`src/rtl/spi_regmap_irq.sv`:
```
// Register map between the SPI slave memory port and user logic: config (optional
// shadow/commit), live status, sticky W1C events with masks, combined IRQ and ID.
module spi_regmap_irq #(
  parameter int                    ADDR_WIDTH     = 7,
  parameter int                    DATA_WIDTH     = 8,
  parameter int                    NUM_CONFIG_REG = 12,
  parameter int                    NUM_STATUS_REG = 4,
  parameter int                    NUM_IRQ_REG    = 2,
  parameter bit                    SHADOW_EN      = 1'b0,
  parameter logic [DATA_WIDTH-1:0] CONFIG_RESET   = 8'h00,
  parameter logic [DATA_WIDTH-1:0] ID_VALUE       = 8'hA5
) (
  input  logic                                  clk_i,
  input  logic                                  rstn_n,
  input  logic [ADDR_WIDTH-1:0]                 addr_i,
  input  logic [DATA_WIDTH-1:0]                 write_data_i,
  input  logic                                  write_en_i,
  input  logic                                  read_en_i,
  output logic [DATA_WIDTH-1:0]                 read_data_o,
  output logic [DATA_WIDTH*NUM_CONFIG_REG-1:0]  config_bus_o,
  input  logic [DATA_WIDTH*NUM_STATUS_REG-1:0]  status_bus_i,
  input  logic [DATA_WIDTH*NUM_IRQ_REG-1:0]     event_i,
  output logic                                  irq_o,
  output logic                                  commit_pulse_o
);

  localparam int unsigned NC          = NUM_CONFIG_REG;
  localparam int unsigned NS          = NUM_STATUS_REG;
  localparam int unsigned NI          = NUM_IRQ_REG;
  localparam int unsigned ST_BASE     = NC;
  localparam int unsigned EV_BASE     = NC + NS;
  localparam int unsigned MK_BASE     = EV_BASE + NI;
  localparam int unsigned COMMIT_ADDR = MK_BASE + NI;
  localparam int unsigned ID_ADDR     = COMMIT_ADDR + 1;
  localparam int          EW          = DATA_WIDTH * NUM_IRQ_REG;

  logic [1:0]            wr_sync, rd_sync;
  logic                  wr_prev, rd_prev, wr_stb, rd_stb;
  logic [EW-1:0]         ev_s0, ev_s1, ev_prev, ev_det;
  logic [DATA_WIDTH-1:0] cfg_q    [NC];
  logic [DATA_WIDTH-1:0] shd_q    [NC];
  logic [DATA_WIDTH-1:0] sticky_q [NI];
  logic [DATA_WIDTH-1:0] mask_q   [NI];
  logic [DATA_WIDTH-1:0] rd_val;
  logic [31:0]           a;
  logic                  irq_any;

  assign a = 32'(addr_i);

  for (genvar g = 0; g < NUM_CONFIG_REG; g++) begin : g_bus
    assign config_bus_o[g*DATA_WIDTH +: DATA_WIDTH] = cfg_q[g];
  end

  always_comb begin
    irq_any = 1'b0;
    for (int i = 0; i < NUM_IRQ_REG; i++) irq_any = irq_any | (|(sticky_q[i] & mask_q[i]));
  end

  // Read mux; COMMIT and unmapped addresses fall through to zero.
  always_comb begin
    rd_val = '0;
    for (int k = 0; k < NUM_CONFIG_REG; k++)
      if (a == 32'(k)) rd_val = SHADOW_EN ? shd_q[k] : cfg_q[k];
    for (int k = 0; k < NUM_STATUS_REG; k++)
      if (a == 32'(ST_BASE + k)) rd_val = status_bus_i[k*DATA_WIDTH +: DATA_WIDTH];
    for (int i = 0; i < NUM_IRQ_REG; i++) begin
      if (a == 32'(EV_BASE + i)) rd_val = sticky_q[i];
      if (a == 32'(MK_BASE + i)) rd_val = mask_q[i];
    end
    if (a == ID_ADDR) rd_val = ID_VALUE;
  end

  always_ff @(posedge clk_i or negedge rstn_n) begin
    if (!rstn_n) begin
      wr_sync        <= '0;
      rd_sync        <= '0;
      wr_prev        <= 1'b0;
      rd_prev        <= 1'b0;
      wr_stb         <= 1'b0;
      rd_stb         <= 1'b0;
      ev_s0          <= '0;
      ev_s1          <= '0;
      ev_prev        <= '0;
      ev_det         <= '0;
      read_data_o    <= '0;
      irq_o          <= 1'b0;
      commit_pulse_o <= 1'b0;
      for (int k = 0; k < NUM_CONFIG_REG; k++) begin
        cfg_q[k] <= CONFIG_RESET;
        shd_q[k] <= CONFIG_RESET;
      end
      for (int i = 0; i < NUM_IRQ_REG; i++) begin
        sticky_q[i] <= '0;
        mask_q[i]   <= '0;
      end
    end else begin
      // Strobes: two sync stages, then a registered rising-edge pulse acted on the next edge.
      wr_sync <= {wr_sync[0], write_en_i};
      rd_sync <= {rd_sync[0], read_en_i};
      wr_prev <= wr_sync[1];
      rd_prev <= rd_sync[1];
      wr_stb  <= wr_sync[1] & ~wr_prev;
      rd_stb  <= rd_sync[1] & ~rd_prev;
      ev_s0   <= event_i;
      ev_s1   <= ev_s0;
      ev_prev <= ev_s1;
      ev_det  <= ev_s1 & ~ev_prev;

      commit_pulse_o <= 1'b0;
      irq_o          <= irq_any;
      if (rd_stb) read_data_o <= rd_val;

      for (int k = 0; k < NUM_CONFIG_REG; k++) begin
        if (wr_stb && a == 32'(k)) begin
          shd_q[k] <= write_data_i;
          if (!SHADOW_EN) cfg_q[k] <= write_data_i;
        end
      end
      if (SHADOW_EN && wr_stb && a == COMMIT_ADDR && write_data_i[0]) begin
        for (int k = 0; k < NUM_CONFIG_REG; k++) cfg_q[k] <= shd_q[k];
        commit_pulse_o <= 1'b1;
      end

      // A fresh event edge wins over a same-cycle write-1-to-clear.
      for (int i = 0; i < NUM_IRQ_REG; i++) begin
        sticky_q[i] <= (sticky_q[i] &
                        ~((wr_stb && a == 32'(EV_BASE + i)) ? write_data_i : '0))
                       | ev_det[i*DATA_WIDTH +: DATA_WIDTH];
        if (wr_stb && a == 32'(MK_BASE + i)) mask_q[i] <= write_data_i;
      end
    end
  end

endmodule

```
`config.mk`:
```
export PLATFORM = sky130hd
export DESIGN_NAME = spi_regmap_irq
export DESIGN_NICKNAME = d
export VERILOG_FILES = /design/src/rtl/spi_regmap_irq.sv
export SDC_FILE = /design/constraint.sdc
export NUM_CORES = 1
export LEC_CHECK = 0
export ABC_AREA = 0
export BUFFER_PORTS_ARGS = -buffer_cell sky130_fd_sc_hd__buf_4
export CAP_MARGIN = 40
export CELL_PAD_IN_SITES_DETAIL_PLACEMENT = 1
export CELL_PAD_IN_SITES_GLOBAL_PLACEMENT = 1
export CORE_MARGIN = 2
export CORE_UTILIZATION = 48
export DETAILED_ROUTE_END_ITERATION = 8
export PLACE_DENSITY = 0.87
export SYNTH_ARGS = -nofsm -noshare
export SYNTH_HDL_FRONTEND = slang
export SYNTH_SLANG_ARGS = --single-unit
```
`constraint.sdc`:
```
create_clock -name clk_i -period 3.69 [get_ports clk_i]
set_input_delay 0.1845 -clock clk_i [delete_from_list [all_inputs] [get_ports clk_i]]
set_output_delay 0.1845 -clock clk_i [all_outputs]
set_load 0.02 [all_outputs]
```
==> impl_metrics.csv <==
group,metric,value,unit
outcome,outcome,"complete, no violations",
sta,rsz0062_at_grt,"no",
setup_path,slowest_stage,"dfrtp_1",
logic_synthesis,synth_nets,736,
sta,setup_tns,0,ns
setup_path,slowest_delay,0.68,ns
drt,routed_wl,28090,µm
hold_path,hp-class,"input pin to flip-flop",
cts,clock-sinks,209,
sta,fmax,0.4406,GHz
logic_synthesis,synthFlopType,"dfrtp_1",
logic_synthesis,synth-async-reset-ratio,100.0,%
cts,clk_latency,0.51,ns
sta,finalCritPeriodShare,61.51,%
cts,clockBufferDepth,3,
cts,cts_setup_buffers,0,
place,place_hpwl,19460,µm
grt,grt_pass1_wl,43410,µm
place,globalplace.congestion,0.8877,
setup_path,worst-path-buf-inv,1,
floorplan,dieHeight,139.9,µm
cells_and_area,n_fill_cell,1778,
logic_synthesis,synth_cells,669,
cells_and_area,drive_above_1_share,41.72,%
setup_path,worst_setup_path_start_kind,"flip-flop",
drt,route.detailed.drc,0,
setup_path,path_max_fanout,14,
place,port_buffers,171,
hold_path,hold_depth,3,
power_and_ir_drop,fin_total_pwr,5356,µW
sta,setup_viol,0,
power_and_ir_drop,ir_drop,0.0003928,V
floorplan,num_rows,49,
floorplan,io_pins,173,
logic_synthesis,syn_avg_cell_area,13.25,µm²
setup_path,critPathLaunch,"rd_stb",
cts,htree_levels,1,
sta,fin_crit,2.270,ns
drt,dr_total_vias,6644,
cells_and_area,n_antenna_cell,0,
logic_synthesis,synth_top_area_share,59.01,%
drt,ant_nets,0,
cells_and_area,utilization,62.66,%
cts,cts_resized,0,
floorplan,start_util,49.17,%
cts,cts_tree,"done",
grt,grt_max_degree,97,
cts,ctsHoldBuffers,19,
sta,worst_hold_slack,0.06270,ns
logic_synthesis,synth_cell_types,57,
sta,hold_violations,0,
logic_synthesis,yosys.area.top_type,"dfrtp_1",
setup_path,cp.depth,5,
cts,numCtsBuffers,23,
cells_and_area,nets,921,
floorplan,coreArea,18020,µm²
flow_run,drv_cap,0,
sta,clock_skew,0.01115,ns
setup_path,crit_path_end_kind,"flip-flop",
sta,slew_headroom,47.41,%
setup_path,worstPathRequired,4.07,ns
logic_synthesis,ys_seq_elements,209,
setup_path,cp_common_cell,"a211oi_1",
cts,clkSlewWorstSetupHoldPaths,0.06,ns
hold_path,hp-start,"write_data_i[6]",
setup_path,worstPathArrival,2.65,ns
floorplan,die_w,139.9,µm
grt,grt_overflow,0,
power_and_ir_drop,power_density,474.2,nW/µm²
sta,final_max_slew_viol_count,0,
logic_synthesis,synthTopCellsByArea,"dfrtp_1 59%, mux2_2 15%, mux4_2 3.3%",
sta,worst_slew_pin_slew,0.7888,ns
drt,via_per_inst,6.045,
logic_synthesis,synth_area,8864,µm²
logic_synthesis,yosys_warnings,0,
setup_path,rr_startpoint,"rd_stb",
logic_synthesis,synth_edf_count,0,
setup_path,cp_cell_sequence,"inv_1 > a31oi_1 > o21ai_0 > a211oi_1 > a211oi_1",
drt,drtIter0Drc,480,
grt,antenna_found_initial,0,
cells_and_area,area_delta_synth_final,27.43,%
setup_path,r2r_cells,5,
setup_path,critPathTopFamily,"compound AO/OA/AOI/OAI gates",
drt,drtPass1Iterations,6,
grt,first_global_vias,7245,
floorplan,die_area,19570,µm²
grt,grt_usage,28.78,%
drt,routedWlPerCell,25.56,µm
cts,clockRootBuffer,"clkbuf_16",
logic_synthesis,yosysSeqAreaShare,59.01,%
power_and_ir_drop,p_leak,0.005334,µW
setup_path,crit_type,"flip-flop to flip-flop",
## Yosys cell counts, types with 2 or more instances
| cell type | n |
|---|---|
| dfrtp_1 | 209 |
| mux2_2 | 122 |
| nand2_1 | 42 |
| nor2b_1 | 29 |
| a21oi_1 | 22 |
| clkbuf_1 | 20 |
| mux2i_1 | 19 |
| nor2_1 | 18 |
| a21o_1 | 16 |
| o21ai_0 | 14 |
| mux4_2 | 13 |
| nand3_1 | 13 |
| buf_2 | 12 |
| buf_1 | 8 |
| a31oi_1 | 7 |
| nor3_1 | 7 |
| o221ai_1 | 7 |
| a221oi_1 | 6 |
| a211oi_1 | 5 |
| nand2b_1 | 5 |
| nor2_2 | 5 |
| o211ai_1 | 5 |
| o22ai_1 | 5 |
| a22o_1 | 4 |
| inv_1 | 4 |
| o2bb2ai_1 | 4 |
| or3_1 | 4 |
| a2111oi_0 | 3 |
| a22oi_1 | 3 |
| nand4_1 | 3 |
| o32ai_1 | 3 |
| a211o_1 | 2 |
| a311oi_1 | 2 |
| and3_1 | 2 |
| o311ai_0 | 2 |
| or4_1 | 2 |
| or4b_1 | 2 |
## cells in the final DEF (no fill, tap or decap), types with 5 or more instances in the layout
| cell type | instances |
|---|---|
| dfrtp_1 | 209 |
| buf_4 | 180 |
| mux2_2 | 122 |
| nand2_1 | 42 |
| nor2b_1 | 29 |
| clkbuf_16 | 23 |
| a21oi_1 | 22 |
| mux2i_1 | 19 |
| dlygate4sd3_1 | 19 |
| nor2_1 | 18 |
| a21o_1 | 16 |
| o21ai_0 | 14 |
| mux4_2 | 13 |
| nand3_1 | 13 |
| o221ai_1 | 7 |
| a31oi_1 | 7 |
| nor3_1 | 7 |
| a221oi_1 | 6 |
| clkinv_2 | 6 |
| a211oi_1 | 5 |
| nand2b_1 | 5 |
| o22ai_1 | 5 |
| o211ai_1 | 5 |
| nor2_2 | 5 |
| clkbuf_1 | 5 |
## sequential cells by signal (all words and copies together), names as in the netlist, 8 cells and up
| register | cells |
|---|---|
| ev_s1 | 16 |
| sticky_q | 16 |
| ev_s0 | 16 |
| mask_q | 16 |
| ev_det | 16 |
| ev_prev | 16 |
| read_data_o | 8 |
| config_bus_o | 96 |
## worst min-delay path, delay by kind of cell
family                 cells  cell delay (ns)
and+or+nand+nor            1             0.07
buffers and inverters      1             0.18
AOI/OAI and AO/OA          1             0.10
## stage by stage
stage               std cells  worst slack, ns  cell area (µm²)
floorplan                 669            1.796             8864
global placement         1038           0.8987            10350
detailed placement       1038           0.9231            10350
CTS                      1098            1.411            11290
global route             1099            1.305            11290
finish                   1099            1.420            11290
## logic make-up after synthesis
family,count (synthesis),share of synthesized area (%)
flops,209,59.01
mux,154,20.95
simple gates,140,8.286
compound gates,119,9.557
buf+inv,46,2.160
other cells,1,0.04231
## power breakdown
| part | internal, µW | switching (µW) | leakage (µW) |
|---|---|---|---|
| registers | 2400 | 85.6 | 0.00266 |
| logic | 260 | 334 | 0.00231 |
| clock network | 1350 | 927 | 0.000367 |
## path summary, 6_finish.rpt
kind,endpoint,slack (ns)
min in group asynchronous,config_bus_o[44],0.32
max,read_data_o[7],1.42
min,sticky_q[14],0.06
max reg2reg,read_data_o[7],1.42
max in group asynchronous,ev_s0[3],2.48
min reg2reg,ev_s1[4],0.35
## area by class of cell
cell class,count,area [µm²],area share [%]
Clock buffer,31,635.6,5.628
Inverter,5,18.77,0.1662
Sequential cell,209,5230,46.31
Timing Repair Buffer,201,1575,13.95
Clock inverter,10,106.4,0.9416
Multi-Input combinational cell,414,3442,30.48
Tap cell,229,286.5,2.537
## routing by layer
| layer | global-route usage [%] | routed length, µm |
|---|---|---|
| met1 | 39.98 | 11950 |
| met2 | 47.55 | 13760 |
| met3 | 4.308 | 1704 |
| met4 | 8.526 | 682 |
| met5 | 0 | 0 |
No activity file was read; power rests on OpenSTA's default activity.
